### config.mk
export PLATFORM = sky130hd
export DESIGN_NAME = mem_check
export DESIGN_NICKNAME = d
export VERILOG_FILES = /design/src/rtl/mem_check.sv
export SDC_FILE = /design/constraint.sdc
export NUM_CORES = 1
export LEC_CHECK = 0
export CAP_MARGIN = 0
export CORE_MARGIN = 2
export CORE_UTILIZATION = 25
export CTS_BUF_LIST = sky130_fd_sc_hd__clkbuf_2
export CTS_CLUSTER_DIAMETER = 200
export DETAILED_ROUTE_END_ITERATION = 12
export MAX_ROUTING_LAYER = met4
export SKIP_CTS_REPAIR_TIMING = 1
export SLEW_MARGIN = 20
export SYNTH_ARGS = -nofsm -noshare
export SYNTH_HDL_FRONTEND = slang
export SYNTH_SLANG_ARGS = --single-unit
### constraint.sdc
create_clock -name clk -period 1.9 [get_ports clk]
set_clock_uncertainty 0.05 [all_clocks]
set_input_delay 0.19 -clock clk [delete_from_list [all_inputs] [get_ports clk]]
set_output_delay 0.19 -clock clk [all_outputs]
set_load 0.02 [all_outputs]
### src/rtl/mem_check.sv
// Memory pattern checker: streams word reads from base_addr, compares each
// returned word with a captured pattern, and reports mismatch statistics.
module mem_check #(
    parameter int CNT_WIDTH   = 16,
    parameter int MEM_LATENCY = 1
) (
    input  logic                 clk,
    input  logic                 reset,
    input  logic                 start,
    input  logic [31:0]          base_addr,
    input  logic [CNT_WIDTH-1:0] word_count,
    input  logic [31:0]          pattern,
    output logic [31:0]          mem_addr,
    output logic                 mem_read,
    input  logic [31:0]          mem_rdata,
    output logic                 busy,
    output logic                 done,
    output logic [CNT_WIDTH-1:0] mismatch_count,
    output logic [31:0]          first_bad_addr,
    output logic [31:0]          first_bad_data,
    output logic                 align_err
);

    typedef enum logic [1:0] {IDLE, SCAN, DRAIN, FINISH} state_e;

    state_e                        state_q, state_d;
    logic [31:0]                   addr_q;
    logic [CNT_WIDTH-1:0]          remain_q;
    logic [31:0]                   pattern_q;
    logic [CNT_WIDTH-1:0]          mismatch_q;
    logic [31:0]                   fb_addr_q, fb_data_q;
    logic                          align_q;
    // Read-issue valid/address delayed to line up with the returning data.
    logic [MEM_LATENCY-1:0]        vld_pipe_q;
    logic [MEM_LATENCY-1:0][31:0]  addr_pipe_q;
    logic                          pend_early;
    logic                          start_ok;

    assign start_ok = (state_q == IDLE) && start;

    always_comb begin
        pend_early = 1'b0;
        for (int i = 0; i < MEM_LATENCY - 1; i++) pend_early = pend_early | vld_pipe_q[i];
    end

    always_ff @(posedge clk) begin
        if (reset) state_q <= IDLE;
        else       state_q <= state_d;
    end

    always_comb begin
        state_d = state_q;
        case (state_q)
            IDLE:   if (start) state_d = (word_count == '0 || base_addr[1:0] != 2'b00) ? FINISH : SCAN;
            SCAN:   if (remain_q == CNT_WIDTH'(1)) state_d = DRAIN;
            DRAIN:  if (!pend_early) state_d = FINISH;
            FINISH: state_d = IDLE;
            default: state_d = IDLE;
        endcase
    end

    always_comb begin
        mem_read = (state_q == SCAN);
        mem_addr = mem_read ? addr_q : 32'd0;
        busy     = (state_q == SCAN) || (state_q == DRAIN);
        done     = (state_q == FINISH);
    end

    always_ff @(posedge clk) begin
        if (reset) begin
            addr_q      <= '0;
            remain_q    <= '0;
            pattern_q   <= '0;
            mismatch_q  <= '0;
            fb_addr_q   <= '0;
            fb_data_q   <= '0;
            align_q     <= 1'b0;
            vld_pipe_q  <= '0;
            addr_pipe_q <= '0;
        end else begin
            vld_pipe_q[0]  <= mem_read;
            addr_pipe_q[0] <= mem_addr;
            for (int i = 1; i < MEM_LATENCY; i++) begin
                vld_pipe_q[i]  <= vld_pipe_q[i-1];
                addr_pipe_q[i] <= addr_pipe_q[i-1];
            end

            if (state_q == SCAN) begin
                addr_q   <= addr_q + 32'd4;
                remain_q <= remain_q - CNT_WIDTH'(1);
            end

            if (vld_pipe_q[MEM_LATENCY-1] && mem_rdata != pattern_q) begin
                if (mismatch_q != '1) mismatch_q <= mismatch_q + CNT_WIDTH'(1);
                if (mismatch_q == '0) begin
                    fb_addr_q <= addr_pipe_q[MEM_LATENCY-1];
                    fb_data_q <= mem_rdata;
                end
            end

            if (start_ok) begin
                addr_q     <= base_addr;
                remain_q   <= word_count;
                pattern_q  <= pattern;
                mismatch_q <= '0;
                fb_addr_q  <= '0;
                fb_data_q  <= '0;
                align_q    <= (base_addr[1:0] != 2'b00);
            end
        end
    end

    assign mismatch_count = mismatch_q;
    assign first_bad_addr = fb_addr_q;
    assign first_bad_data = fb_data_q;
    assign align_err      = align_q;

endmodule

==> results.txt <==
----------------------------------------------------
[Run status]
  Status ... finished, violations left
  Failing checks ... setup timing

[Synthesis]
  Fraction of synthesized cell area in xor and xnor cells ... 0.0720
  Gate count of the mapped netlist ... 1,020
  Dominant cell type by area after synthesis ... sky130_fd_sc_hd__dfxtp_1
  Synth Area in Compound Gates ... 0.129
  Number of enable flip-flop cells after synthesis ... 0
  Net count after synthesis ... 1,145
  Most frequent cell after synthesis ... sky130_fd_sc_hd__dfxtp_1
  Mean Syn Cell Area ... 8.23 µm²
  Portion of netlist area occupied by mux cells ... 0.00119
  Main combinational cell family by area after synthesis ... simple AND/OR/NAND/NOR gates
  Most area-consuming cells after synthesis ... sky130_fd_sc_hd__dfxtp_1 47%, sky130_fd_sc_hd__nand2_1 7.2%, sky130_fd_sc_hd__xnor2_1 5.7%
  Top post-synthesis cells by count ... 196 x sky130_fd_sc_hd__dfxtp_1, 162 x sky130_fd_sc_hd__nand2_1, 87 x sky130_fd_sc_hd__o21ai_0, 85 x sky130_fd_sc_hd__nand3_1, 65 x sky130_fd_sc_hd__and2_1
  Fraction of the mapped netlist area in adder cells ... 0.0149
  Top cell type's share of synthesized area ... 0.468
  Sequential-to-total area share from yosys stat ... 0.468
  Number of flip-flops and latches in the synthesized netlist ... 196
  Simple-gate share of the synthesized area ... 0.278
  Post-synthesis cell area ... 8390 µm²
  Synth Warn # ... 0
  Dominant register cell in the synthesized netlist ... sky130_fd_sc_hd__dfxtp_1
  Synth async-reset ratio ... 0
  Count of unique library cells instantiated by Yosys ... 40

[Finish]
  Share of the core filled with cells ... 0.461
  Layout-stage area growth over the synthesis result ... 82.6%
  Filler cell count ... 3,072
  Non-filler cells in the finished layout ... 1,922
  Ratio of cells with drive above 1 in the final layout ... 0.307
  Net count reported at finish ... 1,582

[GRT]
  Number of antenna violations at the first check in global routing ... 4
  Total global routing track utilization ... 0.157
  Global-route wire length before repair ... 41,900 µm
  Overflow left after global routing ... 0
  Largest net degree at the start of global routing ... 77
  Vias in the first global route ... 7,479

[STA]
  Final count of hold timing violations ... 0
  Worst Tran Pin Value ... 514 ps
  Setup WS post-layout ... -356 ps
  Final worst-path cycle share ... 1.19
  Setup repair after global routing missed its margin ... true
  Relative slew margins ... 0.657
  Maximum clock rate ... 443 MHz
  Final Critical Period ... 2260 ps
  Number of pins with negative max-slew slack in the final report ... 0
  Setup-violating endpoint count in the final report ... 129

[Placed design]
  Total instance count after detailed placement ... 1,718
  Routability-driven placement congestion ratio ... 0.840
  PortBufs ... 230
  Half-perimeter wire length after detailed placement ... 20,500 µm

[Critical path]
  Endpoint type of the worst setup path ... output port
  CP arrival ... 2020 ps
  Launching element type of the critical path ... register
  Critical path class ... reg -> out
  Critical path fanouts, max ... 8
  Data required time at the worst endpoint ... 1660 ps

[Clocking]
  Clock tree root driver cell ... sky130_fd_sc_hd__clkbuf_2
  Number of levels the H-tree was split into ... 4
  Clock Sink Count ... 196
  TritonCTS clock tree ... done
  Number of buffers added by the clock tree synthesis step ... 17
  Longest Clk Path Bufs ... 2
  Clock latency on the worst-skew pair ... 830 ps
  Clock transition at path regs ... 280 ps

[Routing]
  DR WL/cell ... 17.5 µm
  Post-detailed-routing wire length ... 33,600 µm
  Number of vias after detailed routing ... 9,115
  DRT antenna net count ... 0
  First DRT Iteration DRCs ... 625
  Detail-routed via count per cell ... 4.74
  TritonRoute pass-1 iters ... 6
  Remaining DRCs ... 0

[Pwr]
  Design Power ... 14.4 mW
  Fraction of power spent switching nets ... 0.401
  Clock share of power ... 0.148
  Maximum vdd ir drop ... 0.679 mV
  Sequential cell fraction of total power ... 0.366
  Leak Pwr ... 6.85 nW
  Internal ... 8.62 mW
  Fraction of power consumed by combinational cells ... 0.486
  Power density normalized to cell area ... 938 nW/µm²
  Net switching component of the power ... 5.76 mW

[Min path]
  Type of the most critical hold path ... in -> reg

[Die]
  Core area ... 33,300 µm²
  Ports placed on the boundary ... 231
  Die Height ... 187 µm
  Starting density of the core ... 0.252
  Horizontal die dimension ... 187 µm
  Cell row count ... 67
  Overall die area ... 35,100 µm²

[Run]
  # Max-Cap Violations ... 0

----------------------------------------------------
state kept, by name, summed over array words and instances (netlist names):
signal and count:
pattern_q 32, vld_pipe_q 1, first_bad_addr 32, first_bad_data 32
state_q 2, remain_q 16, mismatch_count 16, addr_q 32
addr_pipe_q 32, align_err 1
final timing paths:
kind / start / endpoint / slack (ps) / cells past startpoint
max: state_q[1] / mem_addr[3] / -360 / 6
min: mem_rdata[7] / first_bad_data[7] / 70 / 4
max reg2reg: pattern_q[8] / mismatch_count[9] / -260 / 9
min reg2reg: addr_pipe_q[23] / first_bad_addr[23] / 410 / 2
cell type report:
class | count | area (µm²) | area share
antenna | 4 | 10.0 | 0.000653
inverter | 10 | 45.0 | 0.00294
tap | 448 | 561 | 0.0366
sequential | 196 | 3980 | 0.260
clock buffer | 17 | 85.1 | 0.00555
clock inverter | 15 | 146 | 0.00955
multi-input combinational | 741 | 5200 | 0.339
timing repair buffer | 491 | 5300 | 0.345
logic make-up (layout without fill, tap and decap cells):
family,after synthesis,in the layout
compound gates,189,189
xor+xnor,69,69
fa+ha+maj,10,10
buf+inv,83,533
flops,196,196
mux,1,1
other cells,0,4
simple gates,472,472
per-stage QoR:
stage	instance area (µm²)	setup WS [ps]	hold WS, ps	TNS [ps]
floorplan	8440	-81.7	270	-454
global placement	11900	-442	376	-31890
detailed placement	11900	-492	381	-35310
CTS	12100	-969	-345	-62560
global route	15300	-551	-6.63	-37930
finish	15300	-356	68.5	-22340
layout by cell type, fill, tap and decap left out, drive strengths merged, types with 2 or more instances in the layout:
cell type	n
a211oi	36
a21oi	53
a311oi	7
and2	65
and3	8
and4	5
buf	167
clkbuf	47
clkdlybuf4s50	113
clkinv	6
clkinvlp	2
dfxtp	196
diode	4
dlygate4sd3	110
dlymetal6s2s	71
ha	10
inv	16
nand2	162
nand2b	3
nand3	86
nand4	25
nor2	62
nor3	12
nor4	15
o211ai	2
o21ai	87
o31ai	2
or3	21
or4	3
xnor2	55
xor2	14
worst max-delay path: stages, from the launching register on:
cell and delay [ps]:
sky130_fd_sc_hd__dfxtp_2 390, sky130_fd_sc_hd__inv_2 70, sky130_fd_sc_hd__ha_4 230, sky130_fd_sc_hd__buf_12 150
sky130_fd_sc_hd__buf_8 110, sky130_fd_sc_hd__and2_4 140, sky130_fd_sc_hd__buf_6 110
routing by layer:
| metal | up-vias | wire length (µm) | global-route usage | part of all wire |
|---|---|---|---|---|
| met2 | 306 | 16000 | 0.233 | 0.48 |
| li1 | 4401 | - | - | - |
| met5 | - | 0 | - | 0 |
| met4 | 0 | 895 | 0.0510 | 0.027 |
| met1 | 4345 | 14800 | 0.210 | 0.44 |
| met3 | 63 | 1880 | 0.0383 | 0.056 |
power by group through the flow:
stage | Clock (mW) | Combinational, mW | Sequential [mW]
floorplan | 0 | 2.62 | 5.33
global placement | 0 | 4.96 | 5.23
detailed placement | 0 | 5.00 | 5.25
CTS | 2.20 | 5.03 | 5.17
global route | 2.37 | 7.47 | 5.35
finish | 2.12 | 6.99 | 5.27
No activity file was read; power rests on OpenSTA's default activity.
